`config.mk`:
```
export PLATFORM = sky130hd
export DESIGN_NAME = hazard_stall_ctrl
export DESIGN_NICKNAME = d
export VERILOG_FILES = /design/src/rtl/mips_pipe_pkg.sv /design/src/rtl/sat_counter.sv /design/src/rtl/hazard_stall_ctrl.sv
export SDC_FILE = /design/constraint.sdc
export NUM_CORES = 1
export LEC_CHECK = 0
export BUFFER_PORTS_ARGS = -buffer_cell sky130_fd_sc_hd__buf_4
export CORE_UTILIZATION = 30
export CTS_BUF_LIST = sky130_fd_sc_hd__clkbuf_8
export DETAILED_ROUTE_END_ITERATION = 10
export GPL_ROUTABILITY_DRIVEN = 0
export HOLD_SLACK_MARGIN = 0.03
export PLACE_DENSITY_LB_ADDON = 0.1
export SETUP_SLACK_MARGIN = 0.4
export SKIP_CTS_REPAIR_TIMING = 1
export SYNTH_ARGS = -nofsm -noshare
export SYNTH_HDL_FRONTEND = slang
export SYNTH_SLANG_ARGS = --single-unit
```
`constraint.sdc`:
```
create_clock -name clk -period 3.1 [get_ports clk]
set_clock_uncertainty 0.15 [all_clocks]
set_input_delay 0.465 -clock clk [delete_from_list [all_inputs] [get_ports clk]]
set_output_delay 0.465 -clock clk [all_outputs]
set_load 0.02 [all_outputs]
```
`src/rtl/mips_pipe_pkg.sv`:
```
// Shared definitions for the 5-stage MIPS pipeline control blocks.
//   - Widths of the WB/M/EX control bundles carried through ID/EX.
//   - Bit positions inside the M bundle.
//   - State type for the hazard/stall sequencer.
package mips_pipe_pkg;

  localparam int WB_W = 2;
  localparam int M_W  = 3;
  localparam int EX_W = 4;

  localparam int M_BRANCH   = 2;
  localparam int M_MEMREAD  = 1;
  localparam int M_MEMWRITE = 0;

  typedef enum logic [0:0] {
    RUN      = 1'b0,
    MEM_WAIT = 1'b1
  } hz_state_t;

endpackage

```
`src/rtl/sat_counter.sv`:
```
// Saturating up-counter used for the pipeline statistics.
//   clk   in   pipeline clock
//   rst   in   asynchronous active-high reset, clears count
//   inc   in   add one this cycle (ignored once all-ones)
//   count out  current value, sticks at 2^CNT_W-1
module sat_counter #(
  parameter int CNT_W = 16
) (
  input  logic             clk,
  input  logic             rst,
  input  logic             inc,
  output logic [CNT_W-1:0] count
);

  logic [CNT_W-1:0] count_q, count_d;

  always_comb begin
    count_d = count_q;
    if (inc && (count_q != '1)) begin
      count_d = count_q + CNT_W'(1);
    end
  end

  always_ff @(posedge clk or posedge rst) begin
    if (rst) begin
      count_q <= '0;
    end else begin
      count_q <= count_d;
    end
  end

  assign count = count_q;

endmodule

```
`src/rtl/hazard_stall_ctrl.sv`:
```
// Hazard and stall sequencer for the 5-stage MIPS core.
// Detects load-use hazards, freezes the pipeline while data memory is busy,
// flushes IF/ID and ID/EX on a taken branch resolved in MEM, and keeps
// saturating stall/flush statistics plus a sticky memory-timeout flag.
//
// Ports:
//   clk, rst                 pipeline clock / async active-high reset
//   id_rs, id_rt, id_uses_rt source registers of the instruction in ID
//   ex_mem_read, ex_rt       load in EX and its destination register
//   mem_valid, mem_ready     data-memory handshake of the MEM stage
//   branch_taken             taken branch resolved in MEM
//   pc_write, if_id_write, id_ex_write   register load enables
//   id_ex_bubble, if_id_flush            squash controls
//   mem_timeout              sticky: memory wait reached WAIT_MAX
//   stall_cnt, flush_cnt     saturating statistics
//
// state    | meaning
// ---------+--------------------------------------------------------------
// RUN      | no memory access outstanding from the previous cycle
// MEM_WAIT | memory was busy last cycle; wait_cnt counts busy cycles
module hazard_stall_ctrl
  import mips_pipe_pkg::*;
#(
  parameter int REG_W    = 5,
  parameter int CNT_W    = 16,
  parameter int WAIT_MAX = 64
) (
  input  logic             clk,
  input  logic             rst,
  input  logic [REG_W-1:0] id_rs,
  input  logic [REG_W-1:0] id_rt,
  input  logic             id_uses_rt,
  input  logic             ex_mem_read,
  input  logic [REG_W-1:0] ex_rt,
  input  logic             mem_valid,
  input  logic             mem_ready,
  input  logic             branch_taken,
  output logic             pc_write,
  output logic             if_id_write,
  output logic             id_ex_write,
  output logic             id_ex_bubble,
  output logic             if_id_flush,
  output logic             mem_timeout,
  output logic [CNT_W-1:0] stall_cnt,
  output logic [CNT_W-1:0] flush_cnt
);

  localparam int              WC_W       = $clog2(WAIT_MAX + 1);
  localparam logic [WC_W-1:0] WAIT_MAX_C = WC_W'(WAIT_MAX);

  logic lu_hazard;
  logic mem_busy;

  // $zero is never a real dependency, so a load to r0 never stalls.
  assign lu_hazard = ex_mem_read & (ex_rt != '0) &
                     ((ex_rt == id_rs) | (id_uses_rt & (ex_rt == id_rt)));
  assign mem_busy  = mem_valid & ~mem_ready;

  hz_state_t       state_q, state_d;
  logic [WC_W-1:0] wait_cnt_q, wait_cnt_d;
  logic            mem_timeout_q, mem_timeout_d;

  // State register
  always_ff @(posedge clk or posedge rst) begin
    if (rst) begin
      state_q       <= RUN;
      wait_cnt_q    <= '0;
      mem_timeout_q <= 1'b0;
    end else begin
      state_q       <= state_d;
      wait_cnt_q    <= wait_cnt_d;
      mem_timeout_q <= mem_timeout_d;
    end
  end

  // Next state
  always_comb begin
    state_d       = state_q;
    wait_cnt_d    = wait_cnt_q;
    mem_timeout_d = mem_timeout_q;
    case (state_q)
      RUN: begin
        if (mem_busy) begin
          state_d    = MEM_WAIT;
          wait_cnt_d = WC_W'(1);
        end else begin
          wait_cnt_d = '0;
        end
      end
      MEM_WAIT: begin
        if (mem_busy) begin
          if (wait_cnt_q != WAIT_MAX_C) begin
            wait_cnt_d = wait_cnt_q + WC_W'(1);
          end
        end else begin
          state_d    = RUN;
          wait_cnt_d = '0;
        end
      end
      default: begin
        state_d    = RUN;
        wait_cnt_d = '0;
      end
    endcase
    // Flag rises together with wait_cnt reaching WAIT_MAX, i.e. right
    // after the WAIT_MAX-th consecutive busy cycle.
    if (mem_busy && (wait_cnt_d == WAIT_MAX_C)) begin
      mem_timeout_d = 1'b1;
    end
  end

  // Outputs: priority mem_busy > branch_taken > lu_hazard > normal.
  // A branch or hazard seen during a freeze is simply re-evaluated on the
  // release cycle since its inputs are held by the frozen pipeline.
  always_comb begin
    pc_write     = 1'b1;
    if_id_write  = 1'b1;
    id_ex_write  = 1'b1;
    id_ex_bubble = 1'b0;
    if_id_flush  = 1'b0;
    if (rst) begin
      pc_write     = 1'b0;
      if_id_write  = 1'b0;
      id_ex_write  = 1'b0;
      id_ex_bubble = 1'b1;
    end else if (mem_busy) begin
      pc_write     = 1'b0;
      if_id_write  = 1'b0;
      id_ex_write  = 1'b0;
    end else if (branch_taken) begin
      id_ex_bubble = 1'b1;
      if_id_flush  = 1'b1;
    end else if (lu_hazard) begin
      pc_write     = 1'b0;
      if_id_write  = 1'b0;
      id_ex_bubble = 1'b1;
    end
  end

  assign mem_timeout = mem_timeout_q;

  logic stall_inc;
  logic flush_inc;

  // During reset the counters are held clear, so ~pc_write needs no gate.
  assign stall_inc = ~pc_write;
  assign flush_inc = branch_taken & ~mem_busy & ~rst;

  sat_counter #(.CNT_W(CNT_W)) u_stall_cnt (
    .clk   (clk),
    .rst   (rst),
    .inc   (stall_inc),
    .count (stall_cnt)
  );

  sat_counter #(.CNT_W(CNT_W)) u_flush_cnt (
    .clk   (clk),
    .rst   (rst),
    .inc   (flush_inc),
    .count (flush_cnt)
  );

endmodule
```
==> metrics.md, run 1 <==
| Metric | Value |
|---|---|
| Result of the run | `finished clean` |
| Synth-to-Final Area Change | `31.0%` |
| Number of standard-cell rows in the floorplan | `30` |
| Top-level port count | `60` |
| Total DRC errors in the routed layout | `0` |
| Post-synth net total | `between 200 and 250` |
| XOR/XNOR Fraction of Synth Area | `0.189` |
| Initial DRC Count | `41` |
| Worst-case vdd ir drop | `0.425 mV` |
| Relative slew slack | `0.647` |
| Basic-gate share of the synthesized area counting and, or, nand and nor cells | `0.219` |
| Final Hold Vio Count | `0` |
| Post-route fraction of the period consumed by the critical path | `0.820` |
| Detailed-route wire length per cell | `between 10 and 15 um` |
| Number of flip-flops and latches in the synthesized netlist | `41` |
| Global-route wire length before repair | `7.89 mm` |
| Maximum number of pins on one net before global-route repair | `42` |
| Data arrival time of the critical path | `2.57 ns` |
| Filler instances | `700` |
| Category of the worst setup path capture point | `flop` |
| Total Nets Final | `289` |
| Finish-stage setup viols | `0` |
| GRT Resource Usage Total | `0.134` |
| Die Area | `approximately 7400 um2` |
| Category of the worst setup path launch point | `flop` |
| Diode insertion count for antenna repair | `0` |
| Post-detailed-route via-to-cell ratio | `4.51` |
| Total clock sinks | `just over 40` |
| CTS tree | `done` |
| Quantity of I/O buffers inserted on ports | `between 50 and 60` |
| Starting density of the core | `0.312` |
| Complex-gate fraction of the synthesized area | `0.0582` |
| Synthesized area per cell | `about 11 um2` |
| Combinational family with the most area after synthesis | `simple AND/OR/NAND/NOR gates` |
| Critical Path, Cell by Cell | `ha_1 > and4_4 > and2_4 > a311o_2 > o21ai_4 > mux2_2` |
| Unrepaired setup endpoints after global routing | `false` |
| Most common cell after layout, fill and taps aside | `sky130_fd_sc_hd__buf_4` |
| Clock network latency to the later pin of the worst-skew pair | `a little under 0.3 ns` |
| Setup CP Type | `flop to flop` |
| Number of antenna violations at the first check in global routing | `0` |
| P_leak | `between 1 and 1.5 nW` |
| Core ar. | `around 6800 um2` |
| Count of TritonRoute iterations in the first routing pass | `4` |
| Register area share after synthesis | `0.482` |
| Power per cell area | `~570 nW/um2` |
| Most frequent cells in the layout | `sky130_fd_sc_hd__buf_4 (60), sky130_fd_sc_hd__dfrtp_1 (41), sky130_fd_sc_hd__xnor2_1 (27), sky130_fd_sc_hd__nor2_1 (21), sky130_fd_sc_hd__xor2_1 (19)` |
| Fmax | `between 300 and 400 MHz` |
| Number of buffers created by CTS | `5` |
| Critical path's slowest cell | `sky130_fd_sc_hd__dfrtp_1` |
| Warning count from the yosys run | `0` |
| Aggregate global routing overflow | `0` |
| Syn Std Cell Area | `around 2100 um2` |
| Width of the die | `around 86 um` |
| Final critical delay including setup and external delays | `about 2.5 ns` |
| Required @ worst endpoint | `3.13 ns` |
| Final number of max-transition violations | `0` |
| Least-Margin Pin Slew | `about 0.53 ns` |
| Post-synth cell types | `37` |
| Share of layout cells above drive strength 1 | `0.303` |
| Die height | `approximately 86 um` |
| Count of max-cap constraint violations | `0` |
| Setup TNS | `0 ns` |
| Classification of the worst-slack hold path | `input pin to asynchronous set/reset pin` |
| Clock-pin transition on the worst setup and hold timing paths | `around 0.080 ns` |
| Proportion of synthesized area in mux cells | `0.0106` |
| Count of vias placed by the detailed router | `between 1500 and 2000` |
| Share of synthesized cell area in full adder, half adder and majority cells | `0.0235` |
| Maximum buffer depth of the clock tree | `2` |
| Routed Wire Length | `about 4.6 mm` |
| Largest driver fanout on the critical path | `16` |
| Root buffer cell | `sky130_fd_sc_hd__clkbuf_8` |
| Synthesized instance count | `200` |
| Level count of the clock H-tree | `2` |
| Number of nets with antenna violations after routing | `0` |
| Power Total | `about 1.6 mW` |
| Via count of the first global-routing pass | `1592` |
| Final HPWL DP | `approximately 3.4 mm` |
| Worst stage delay on the critical path | `0.44 ns` |
-- logic make-up (layout without fill, tap and decap cells) --
family,count (synthesis),count (layout)
multiplexers,2,2
AND/OR/NAND/NOR,85,85
buffers and inverters,7,71
flip-flops,41,41
adder cells (fa/ha/maj),4,4
AO/OA/AOI/OAI,15,15
XOR/XNOR,46,46
-- final timing paths --
kind                                                  start                                 to  slack, ns  cells after the start
setup reg to reg           u_stall_cnt.count[0]$_DFFE_PP0P_   u_stall_cnt.count[1]$_DFFE_PP0P_       0.56                      6
hold reg to reg                           state_q$_DFF_PP0_            wait_cnt_q[0]$_DFF_PP0_       0.32                      1
max in group asynchronous                               rst            wait_cnt_q[6]$_DFF_PP0_       2.24                      3
hold / removal                                          rst  u_stall_cnt.count[11]$_DFFE_PP0P_       0.20                      3
min in group clk                                  mem_ready                  state_q$_DFF_PP0_       0.28                      2
setup / recovery           u_stall_cnt.count[0]$_DFFE_PP0P_   u_stall_cnt.count[1]$_DFFE_PP0P_       0.56                      6
-- state kept, by name, summed over array words and instances, names as in the netlist --
signal             flops
mem_timeout            1
u_flush_cnt.count     16
u_stall_cnt.count     16
wait_cnt_q             7
state_q                1
-- area by class of cell --
type	instances	area (um2)	area share
multi-input cells	152	1070	0.382
repair buffers	60	450	0.161
clock buffers	6	82.6	0.0296
flip-flops and latches	41	1030	0.368
well taps	96	120	0.0430
inverters	3	11.3	0.00404
clock inverters	2	33.8	0.0121
-- stage by stage --
step	hold slack, ns	std cells	setup WS (ns)	utilization	instance area [um2]
2_1_floorplan	0.301	200	0.598	-	2130
3_3_place_gp	0.317	352	0.631	0.391	2670
3_5_place_dp	0.319	352	0.577	0.391	2670
4_1_cts	0.215	360	0.551	0.408	2790
5_1_grt	0.244	360	0.445	0.408	2790
6_report	0.200	360	0.557	0.408	2790
-- per-layer routing --
metal / GRT usage / up-vias / wire length, um
li1: - / 823 / -
met1: 0.179 / 777 / 2130
met2: 0.218 / 21 / 2290
met3: 0.0333 / 2 / 133
met4: 0.0364 / 0 / 24
met5: 0 / - / 0
-- report_power, final --
part	internal, mW	switching [mW]
Combinational	0.213	0.224
Clock	0.259	0.177
Sequential	0.613	0.114
-- cell usage after synthesis --
library cell	number	share of area
sky130_fd_sc_hd__o21ai_2	1	0.0041
sky130_fd_sc_hd__o31ai_1	2	0.0070
sky130_fd_sc_hd__xor2_1	19	0.078
sky130_fd_sc_hd__nor2_1	21	0.037
sky130_fd_sc_hd__xnor2_1	27	0.11
sky130_fd_sc_hd__a31o_2	2	0.0082
sky130_fd_sc_hd__nor3b_2	1	0.0059
sky130_fd_sc_hd__a31oi_1	1	0.0029
sky130_fd_sc_hd__o21ai_4	1	0.0076
sky130_fd_sc_hd__or4_1	1	0.0035
sky130_fd_sc_hd__o41ai_1	1	0.0041
sky130_fd_sc_hd__nor3_1	2	0.0047
sky130_fd_sc_hd__o21ai_0	2	0.0047
sky130_fd_sc_hd__ha_1	4	0.024
sky130_fd_sc_hd__and2_1	1	0.0029
sky130_fd_sc_hd__o31a_1	1	0.0041
sky130_fd_sc_hd__a311o_2	1	0.0053
sky130_fd_sc_hd__mux2_2	2	0.011
sky130_fd_sc_hd__nand3_1	13	0.031
sky130_fd_sc_hd__inv_1	3	0.0053
sky130_fd_sc_hd__clkbuf_1	2	0.0035
sky130_fd_sc_hd__nand3_2	3	0.014
sky130_fd_sc_hd__a21boi_0	1	0.0035
sky130_fd_sc_hd__dfrtp_1	41	0.48
sky130_fd_sc_hd__and4_4	1	0.0053
sky130_fd_sc_hd__nor2b_1	1	0.0029
sky130_fd_sc_hd__nand4_1	8	0.024
sky130_fd_sc_hd__nor4_1	1	0.0029
sky130_fd_sc_hd__a21oi_1	1	0.0023
sky130_fd_sc_hd__nand4b_1	3	0.012
sky130_fd_sc_hd__buf_6	1	0.0053
sky130_fd_sc_hd__buf_4	1	0.0035
sky130_fd_sc_hd__nand2_1	14	0.025
sky130_fd_sc_hd__and4_1	3	0.012
sky130_fd_sc_hd__and2_4	1	0.0041
sky130_fd_sc_hd__and3_1	11	0.032
sky130_fd_sc_hd__a32oi_1	1	0.0041
-- critical path: cells and delay by family (launching register included) --
family / cells / cell delay [ns]
AOI/OAI and AO/OA: 2 / 0.80
adders and majority gates: 1 / 0.25
DFF: 1 / 0.44
muxes: 1 / 0.39
and+or+nand+nor: 2 / 0.40
(Power assumes the default switching activity.)
==> inputs of run 2 (changes only) <==
--- a/config.mk
+++ b/config.mk
@@ -5,6 +5,7 @@
 export SDC_FILE = /design/constraint.sdc
 export NUM_CORES = 1
 export LEC_CHECK = 0
+export ABC_AREA = 1
 export BUFFER_PORTS_ARGS = -buffer_cell sky130_fd_sc_hd__buf_4
 export CORE_UTILIZATION = 30
 export CTS_BUF_LIST = sky130_fd_sc_hd__clkbuf_8
==> constraint.sdc (replaced) <==
create_clock -name clk -period 2.4 [get_ports clk]
set_clock_uncertainty 0.15 [all_clocks]
set_input_delay 0.36 -clock clk [delete_from_list [all_inputs] [get_ports clk]]
set_output_delay 0.36 -clock clk [all_outputs]
set_load 0.02 [all_outputs]
==> run 2 against run 1 <==
  * Non-clock buffer count grew 7
  * Sequential cell count unchanged
  * Routed wire length is 39% higher
  * Critical path depth up 4
  * Core utilization fell by 0.79 points
  * Critical endpoint is now if_id_write
  * Setup slack got worse by 0.015 ns
  * Sequential power grew 24%
  * Register-to-register slack gained 0.04 ns
  * Synthesized area up 24%
  * Sequential share of layout area shrank 6.1 points
  * Critical path type is now input pin to output pin
  * Final cell count up 48%
==> metrics.md, run 2 <==
| Metric | Value |
|---|---|
| Proportion of synthesized area in mux cells | `0 (was 0.0106)` |
| Category of the worst setup path launch point | `input pin (was flop)` |
| Initial DRC Count | `80 (was 41)` |
| Final number of max-transition violations | `0 (unchanged)` |
| Share of synthesized cell area in full adder, half adder and majority cells | `0.0190 (was 0.0235)` |
| Required @ worst endpoint | `1.89 ns (was 3.13 ns)` |
| Power Total | `2.08 mW (was 1.60 mW)` |
| Root buffer cell | `sky130_fd_sc_hd__clkbuf_8 (unchanged)` |
| Setup TNS | `0 ns (unchanged)` |
| Maximum number of pins on one net before global-route repair | `42 (unchanged)` |
| Part of the power in registers | `0.433 (was 0.454)` |
| Total DRC errors in the routed layout | `0 (unchanged)` |
| Number of nets with antenna violations after routing | `0 (unchanged)` |
| Basic-gate share of the synthesized area counting and, or, nand and nor cells | `0.384 (was 0.219)` |
| GRT Resource Usage Total | `0.151 (was 0.134)` |
| Part of the total power dissipated in combinational logic | `0.285 (was 0.273)` |
| XOR/XNOR Fraction of Synth Area | `0.106 (was 0.189)` |
| Number of antenna violations at the first check in global routing | `0 (unchanged)` |
| Global-route wire length before repair | `10.9 mm (was 7.89 mm)` |
| Finish-stage setup viols | `0 (unchanged)` |
| Count of TritonRoute iterations in the first routing pass | `4 (unchanged)` |
| Met2 usage | `0.257 (was 0.218)` |
| Number of buffers created by CTS | `5 (unchanged)` |
| Area of the multi-input gates | `1400 um2 (was 1070 um2)` |
| Most common cell after layout, fill and taps aside | `sky130_fd_sc_hd__nand2_1 (was sky130_fd_sc_hd__buf_4)` |
| Starting density of the core | `0.316 (was 0.312)` |
| Power per cell area | `622 nW/um2 (was 574 nW/um2)` |
| Internal | `1.35 mW (was 1.09 mW)` |
| Fmax | `538 MHz` |
| Clock-pin transition on the worst setup and hold timing paths | `0.10 ns (was 0.08 ns)` |
| Die height | `95.7 um (was 86.3 um)` |
| Complex-gate fraction of the synthesized area | `0.0204 (was 0.0582)` |
| Post-route fraction of the period consumed by the critical path | `0.774` |
| Least-Margin Pin Slew | `0.540 ns (was 0.527 ns)` |
| Largest driver fanout on the critical path | `7 (was 16)` |
| Combinational family with the most area after synthesis | `simple AND/OR/NAND/NOR gates (unchanged)` |
| Synth Flop Type | `sky130_fd_sc_hd__dfrtp_1 (unchanged)` |
| Clock network latency to the later pin of the worst-skew pair | `0.30 ns (was 0.29 ns)` |
| Most frequent cells in the layout | `sky130_fd_sc_hd__nand2_1 (122), sky130_fd_sc_hd__buf_4 (67), sky130_fd_sc_hd__dfrtp_1 (41), sky130_fd_sc_hd__nor2_1 (40), sky130_fd_sc_hd__inv_1 (36) (was sky130_fd_sc_hd__buf_4 (60), sky130_fd_sc_hd__dfrtp_1 (41), sky130_fd_sc_hd__xnor2_1 (27), sky130_fd_sc_hd__nor2_1 (21), sky130_fd_sc_hd__xor2_1 (19))` |
| Total Nets Final | `451 (was 289)` |
| Unrepaired setup endpoints after global routing | `false (unchanged)` |
| Fraction of power spent switching nets | `0.352 (was 0.322)` |
| Count of max-cap constraint violations | `0 (unchanged)` |
| Detailed-route wire length per cell | `12.0 um (was 12.7 um)` |
| Worst-case vdd ir drop | `0.264 mV (was 0.425 mV)` |
| Syn Std Cell Area | `2630 um2 (was 2130 um2)` |
| Width of the die | `95.7 um (was 86.3 um)` |
| Number of flip-flops and latches in the synthesized netlist | `41 (unchanged)` |
| Aggregate global routing overflow | `0 (unchanged)` |
| Register area share after synthesis | `0.390 (was 0.482)` |
| Quantity of I/O buffers inserted on ports | `59 (unchanged)` |
| Total clock sinks | `41 (unchanged)` |
| Post-synth cell types | `28 (was 37)` |
| Largest area contributor in the netlist | `sky130_fd_sc_hd__dfrtp_1 (unchanged)` |
| Data arrival time of the critical path | `1.35 ns (was 2.57 ns)` |
| Core ar. | `8340 um2 (was 6830 um2)` |
| Post-synth net total | `384 (was 226)` |
| Classification of the worst-slack hold path | `input pin to asynchronous set/reset pin (unchanged)` |
| Cells after DPL | `519 (was 352)` |
| Final Hold Vio Count | `0 (unchanged)` |
| Relative slew slack | `0.640 (was 0.647)` |
| Final critical delay including setup and external delays | `around 1.9 ns` |
| Met1 global-route usage | `0.194 (was 0.179)` |
| Filler instances | `882 (was 700)` |
| Setup CP Type | `input pin to output pin (was flop to flop)` |
| Die Area | `9150 um2 (was 7440 um2)` |
| P_leak | `1.77 nW (was 1.30 nW)` |
| Final HPWL DP | `4.71 mm (was 3.40 mm)` |
| Share of layout cells above drive strength 1 | `0.225 (was 0.303)` |
| Maximum buffer depth of the clock tree | `2 (unchanged)` |
| Post-detailed-route via-to-cell ratio | `4.54 (was 4.51)` |
| Share of async-settable or async-resettable flops after synthesis | `1.00 (unchanged)` |
| Synthesized instance count | `358 (was 200)` |
| Worst hold slack | `0.0796 ns (was 0.200 ns)` |
| Result of the run | `finished clean (unchanged)` |
| GR peak layer | `met2 (unchanged)` |
| Synth-to-Final Area Change | `26.9% (was 31.0%)` |
| Clock network power share | `0.282 (was 0.272)` |
| Category of the worst setup path capture point | `output pin (was flop)` |
| Count leader, synth | `sky130_fd_sc_hd__nand2_1 (was sky130_fd_sc_hd__dfrtp_1)` |
| Psw | `0.731 mW (was 0.515 mW)` |
| Top cells by area, synth | `sky130_fd_sc_hd__dfrtp_1 (39%), sky130_fd_sc_hd__nand2_1 (17%), sky130_fd_sc_hd__xnor2_1 (6.7%) (was sky130_fd_sc_hd__dfrtp_1 (48%), sky130_fd_sc_hd__xnor2_1 (11%), sky130_fd_sc_hd__xor2_1 (7.8%))` |
| Diode insertion count for antenna repair | `0 (unchanged)` |
| Global routing usage on met3 | `0.0295 (was 0.0333)` |
| Post-synth EDFFs | `0 (unchanged)` |
| Warning count from the yosys run | `0 (unchanged)` |
| Level count of the clock H-tree | `2 (unchanged)` |
| Area share of the leading cell type in the synthesized netlist | `0.390 (was 0.482)` |
| Synthesized area per cell | `7.35 um2 (was 10.6 um2)` |
| Count of vias placed by the detailed router | `2409 (was 1623)` |
| Combined flip-flop and latch cell area | `1030 um2 (unchanged)` |
| Top-level port count | `60 (unchanged)` |
| CTS tree | `done (unchanged)` |
| Top cells by instance count after synthesis | `sky130_fd_sc_hd__nand2_1 (122), sky130_fd_sc_hd__dfrtp_1 (41), sky130_fd_sc_hd__nor2_1 (40), sky130_fd_sc_hd__inv_1 (37), sky130_fd_sc_hd__nand3_1 (22) (was sky130_fd_sc_hd__dfrtp_1 (41), sky130_fd_sc_hd__xnor2_1 (27), sky130_fd_sc_hd__nor2_1 (21), sky130_fd_sc_hd__xor2_1 (19), sky130_fd_sc_hd__nand2_1 (14))` |
| Post-layout instance count excluding filler cells | `531 (was 360)` |
| Routed Wire Length | `6.36 mm (was 4.58 mm)` |
| Number of standard-cell rows in the floorplan | `33 (was 30)` |
| Via count of the first global-routing pass | `2367 (was 1592)` |
[run 2: area by class of cell]
type	instances	share of cell area
repair buffers	67	0.151
flip-flops and latches	41	0.307
multi-input cells	268	0.420
clock inverters	3	0.0139
clock buffers	5	0.0206
inverters	42	0.0483
well taps	105	0.0393
[run 2: final timing paths]
kind / startpoint / endpoint / slack (ns) / depth (start not counted)
max: ex_rt[0] / if_id_write / 0.54 / 10
max in group asynchronous: rst / u_stall_cnt.count[1]$_DFFE_PP0P_ / 1.64 / 3
min in group clk: mem_ready / state_q$_DFF_PP0_ / 0.22 / 3
min: rst / mem_timeout$_DFFE_PP0P_ / 0.08 / 3
max reg2reg: u_flush_cnt.count[6]$_DFFE_PP0P_ / u_flush_cnt.count[10]$_DFFE_PP0P_ / 0.60 / 9
min reg2reg: mem_timeout$_DFFE_PP0P_ / mem_timeout$_DFFE_PP0P_ / 0.34 / 1
[run 2: cell families after synthesis]
family / after synthesis
simple gates: 223
buf+inv: 49
flops: 41
xor+xnor: 32
compound gates: 9
fa+ha+maj: 4
[run 2: routing by layer]
layer | routed length (um) | up-vias
li1 | - | 1259
met2 | 3090 | 44
met4 | 84 | 0
met1 | 2940 | 1098
met3 | 247 | 8
met5 | 0 | -
[run 2: stage by stage]
stage | instance area [um2] | util | setup WS, ns
3_3_place_gp | 3190 | 0.382 | 0.453
3_5_place_dp | 3190 | 0.382 | 0.425
6_report | 3340 | 0.401 | 0.542
2_1_floorplan | 2640 | - | 0.434
5_1_grt | 3340 | 0.401 | 0.403
4_1_cts | 3300 | 0.396 | 0.420
[run 2: worst max-delay path, stage by stage]
cell and delay, ns:
sky130_fd_sc_hd__buf_4 0.11, sky130_fd_sc_hd__inv_1 0.10, sky130_fd_sc_hd__nor2_1 0.05, sky130_fd_sc_hd__nor2_1 0.10, sky130_fd_sc_hd__nand3_1 0.09, sky130_fd_sc_hd__nand2_1 0.09
sky130_fd_sc_hd__nand2_1 0.09, sky130_fd_sc_hd__nand2_4 0.12, sky130_fd_sc_hd__nand2_1 0.08, sky130_fd_sc_hd__buf_4 0.16
[run 2: power groups by stage]
stage	Combinational, mW	Clock [mW]	Sequential, mW
6_report	0.592	0.585	0.900
5_1_grt	0.659	0.628	0.918
4_1_cts	0.595	0.606	0.900
3_5_place_dp	0.594	0	0.913
3_3_place_gp	0.592	0	0.911
2_1_floorplan	0.267	0	0.991
==> inputs of run 3 (changes only) <==
--- a/config.mk
+++ b/config.mk
@@ -5,7 +5,7 @@
 export SDC_FILE = /design/constraint.sdc
 export NUM_CORES = 1
 export LEC_CHECK = 0
-export ABC_AREA = 1
+export ABC_AREA = 0
 export BUFFER_PORTS_ARGS = -buffer_cell sky130_fd_sc_hd__buf_4
 export CORE_UTILIZATION = 30
 export CTS_BUF_LIST = sky130_fd_sc_hd__clkbuf_8
==> constraint.sdc (replaced) <==
create_clock -name clk -period 1.6 [get_ports clk]
set_clock_uncertainty 0.15 [all_clocks]
set_input_delay 0.24 -clock clk [delete_from_list [all_inputs] [get_ports clk]]
set_output_delay 0.24 -clock clk [all_outputs]
set_load 0.02 [all_outputs]
==> run 3 against run 2 <==
  * The run now ends with negative setup slack left
  * Combinational power rose to 3.2 times the previous value
  * Core utilization up 23 points
  * Non-clock buffer count up 103
  * Count of clock-buffer cells in the layout unchanged
  * Die area down 19%
  * Via count down 15%
  * Final area up 29%
  * Sequential cell count unchanged
  * Critical path type is now flop to flop
  * Critical endpoint is now u_stall_cnt.count[1]$_DFFE_PP0P_
==> metrics.md, run 3 (same netlist as run 1, synthesis figures left out) <==
| Metric | Value |
|---|---|
| Result of the run | `finished, violations left (was finished clean)` |
| Violations in the final reports | `negative setup slack` |
| Setup ws final | `-0.514 ns (was 0.542 ns)` |
| Most common cell after layout, fill and taps aside | `sky130_fd_sc_hd__buf_4 (was sky130_fd_sc_hd__nand2_1)` |
| CTS tree | `done (unchanged)` |
| Number of standard-cell rows in the floorplan | `30 (was 33)` |
| Width of the die | `86.3 um (was 95.7 um)` |
| Maximum number of pins on one net before global-route repair | `22 (was 42)` |
| Global routing usage on met3 | `0.0381 (was 0.0295)` |
| Category of the worst setup path capture point | `flop (was output pin)` |
| Number of antenna violations at the first check in global routing | `0 (unchanged)` |
| GR peak layer | `met2 (unchanged)` |
| Least-Margin Pin Slew | `0.325 ns (was 0.540 ns)` |
| Most frequent cells in the layout | `sky130_fd_sc_hd__buf_4 (84), sky130_fd_sc_hd__buf_6 (80), sky130_fd_sc_hd__dfrtp_1 (31), sky130_fd_sc_hd__xnor2_1 (23), sky130_fd_sc_hd__xor2_1 (18) (was sky130_fd_sc_hd__nand2_1 (122), sky130_fd_sc_hd__buf_4 (67), sky130_fd_sc_hd__dfrtp_1 (41), sky130_fd_sc_hd__nor2_1 (40), sky130_fd_sc_hd__inv_1 (36))` |
| Routed Wire Length | `6.03 mm (was 6.36 mm)` |
| Data arrival time of the critical path | `2.15 ns (was 1.35 ns)` |
| Top-level port count | `60 (unchanged)` |
| P_leak | `1.98 nW (was 1.77 nW)` |
| Unrepaired setup endpoints after global routing | `true (was false)` |
| GRT Resource Usage Total | `0.152 (was 0.151)` |
| Clock-pin transition on the worst setup and hold timing paths | `0.08 ns (was 0.10 ns)` |
| Post-route fraction of the period consumed by the critical path | `1.32` |
| Final HPWL DP | `4.12 mm (was 4.71 mm)` |
| Level count of the clock H-tree | `2 (unchanged)` |
| Worst setup slack for register-to-register paths | `-0.51 ns (was 0.60 ns)` |
| Maximum buffer depth of the clock tree | `2 (unchanged)` |
| Hold Crit Start | `mem_ready` |
| Setup TNS | `-8.48 ns (was 0 ns)` |
| Clock network latency to the later pin of the worst-skew pair | `0.29 ns (was 0.30 ns)` |
| Share of layout cells above drive strength 1 | `0.679 (was 0.225)` |
| Total clock sinks | `41 (unchanged)` |
| Core ar. | `6830 um2 (was 8340 um2)` |
| Met2 usage | `0.253 (was 0.257)` |
| Total DRC errors in the routed layout | `0 (unchanged)` |
| Diode insertion count for antenna repair | `0 (unchanged)` |
| Final number of max-transition violations | `0 (unchanged)` |
| Finish-stage setup viols | `23 (was 0)` |
| Met1 global-route usage | `0.197 (was 0.194)` |
| Initial DRC Count | `33 (was 80)` |
| Post-detailed-route via-to-cell ratio | `4.38 (was 4.54)` |
| Setup CP Type | `flop to flop (was input pin to output pin)` |
| Largest driver fanout on the critical path | `5 (was 7)` |
| Final Core Density | `0.633 (was 0.401)` |
| Starting density of the core | `0.312 (was 0.316)` |
| R2r startpoint | `u_stall_cnt.count[0]$_DFFE_PP0P_ (was u_flush_cnt.count[6]$_DFFE_PP0P_)` |
| Die Area | `7440 um2 (was 9150 um2)` |
| Global-route wire length before repair | `8.83 mm (was 10.9 mm)` |
| Via count of the first global-routing pass | `1918 (was 2367)` |
| Fmax | `approximately 470 MHz` |
| Worst hold slack | `0.194 ns (was 0.0796 ns)` |
| Relative slew slack | `0.781 (was 0.640)` |
| Power per cell area | `900 nW/um2 (was 622 nW/um2)` |
| Final Hold Vio Count | `0 (unchanged)` |
| Synth-to-Final Area Change | `103% (was 26.9%)` |
| Root buffer cell | `sky130_fd_sc_hd__clkbuf_8 (unchanged)` |
| Required @ worst endpoint | `1.63 ns (was 1.89 ns)` |
| Detailed-route wire length per cell | `12.8 um (was 12.0 um)` |
| Quantity of I/O buffers inserted on ports | `59 (unchanged)` |
| Worst-case vdd ir drop | `0.927 mV (was 0.264 mV)` |
| Total Nets Final | `399 (was 451)` |
| Count of TritonRoute iterations in the first routing pass | `3 (was 4)` |
| Die height | `86.3 um (was 95.7 um)` |
| Count of vias placed by the detailed router | `2059 (was 2409)` |
| Number of nets with antenna violations after routing | `0 (unchanged)` |
| Category of the worst setup path launch point | `flop (was input pin)` |
| Final critical delay including setup and external delays | `roughly 2.1 ns` |
| Count of max-cap constraint violations | `0 (unchanged)` |
| Number of buffers created by CTS | `5 (unchanged)` |
| Power Total | `3.89 mW (was 2.08 mW)` |
| Critical Path Source | `u_stall_cnt.count[0]$_DFFE_PP0P_ (was ex_rt[0])` |
| Classification of the worst-slack hold path | `input pin to flop (was input pin to asynchronous set/reset pin)` |
| Aggregate global routing overflow | `0 (unchanged)` |
## run 3: worst max-delay path, stage by stage (launching register included)
cell and delay [ns]:
sky130_fd_sc_hd__dfrtp_2 0.43, sky130_fd_sc_hd__ha_4 0.16, sky130_fd_sc_hd__and4_4 0.14, sky130_fd_sc_hd__and2_4 0.13, sky130_fd_sc_hd__a311o_2 0.33, sky130_fd_sc_hd__o21ai_4 0.22
sky130_fd_sc_hd__buf_12 0.15, sky130_fd_sc_hd__mux2_4 0.29
## run 3: where the power goes
part	internal, mW	leakage (nW)	total, mW	switching [mW]
registers	1.20	0.536	1.35	0.144
clock network	0.296	0.0491	0.656	0.360
logic	1.12	1.40	1.89	0.772
total	2.62	1.98	3.89	1.28
## run 3: stage by stage
stage          setup WS, ns  area (um2)  cells
4_1_cts              -0.605        3490    432
6_report             -0.514        4320    470
3_3_place_gp         -0.568        3400    424
5_1_grt              -0.556        4320    470
3_5_place_dp         -0.592        3400    424
2_1_floorplan        -0.647        2310    200
## run 3: final cells by class
type / instances / area (um2)
timing repair buffer: 170 / 1640
clock buffer: 5 / 68.8
tap: 96 / 120
multi-input combinational: 152 / 1430
fill: 579 / 2510
clock inverter: 3 / 13.8
sequential: 41 / 1040
inverter: 3 / 15.0
## run 3: final timing paths
path	endpoint	cells after the start
worst max-delay path	u_stall_cnt.count[1]$_DFFE_PP0P_	7
worst min-delay path	state_q$_DFF_PP0_	4
worst max register to register	u_stall_cnt.count[1]$_DFFE_PP0P_	7
worst min register to register	wait_cnt_q[0]$_DFF_PP0_	1
max in group asynchronous	u_flush_cnt.count[7]$_DFFE_PP0P_	4
min in group asynchronous	wait_cnt_q[0]$_DFF_PP0_	4
## run 3: per-layer routing
layer | part of all wire | up-vias
li1 | - | 1044
met1 | 0.45 | 982
met2 | 0.51 | 28
met3 | 0.029 | 5
met4 | 0.0083 | 0
met5 | 0 | -
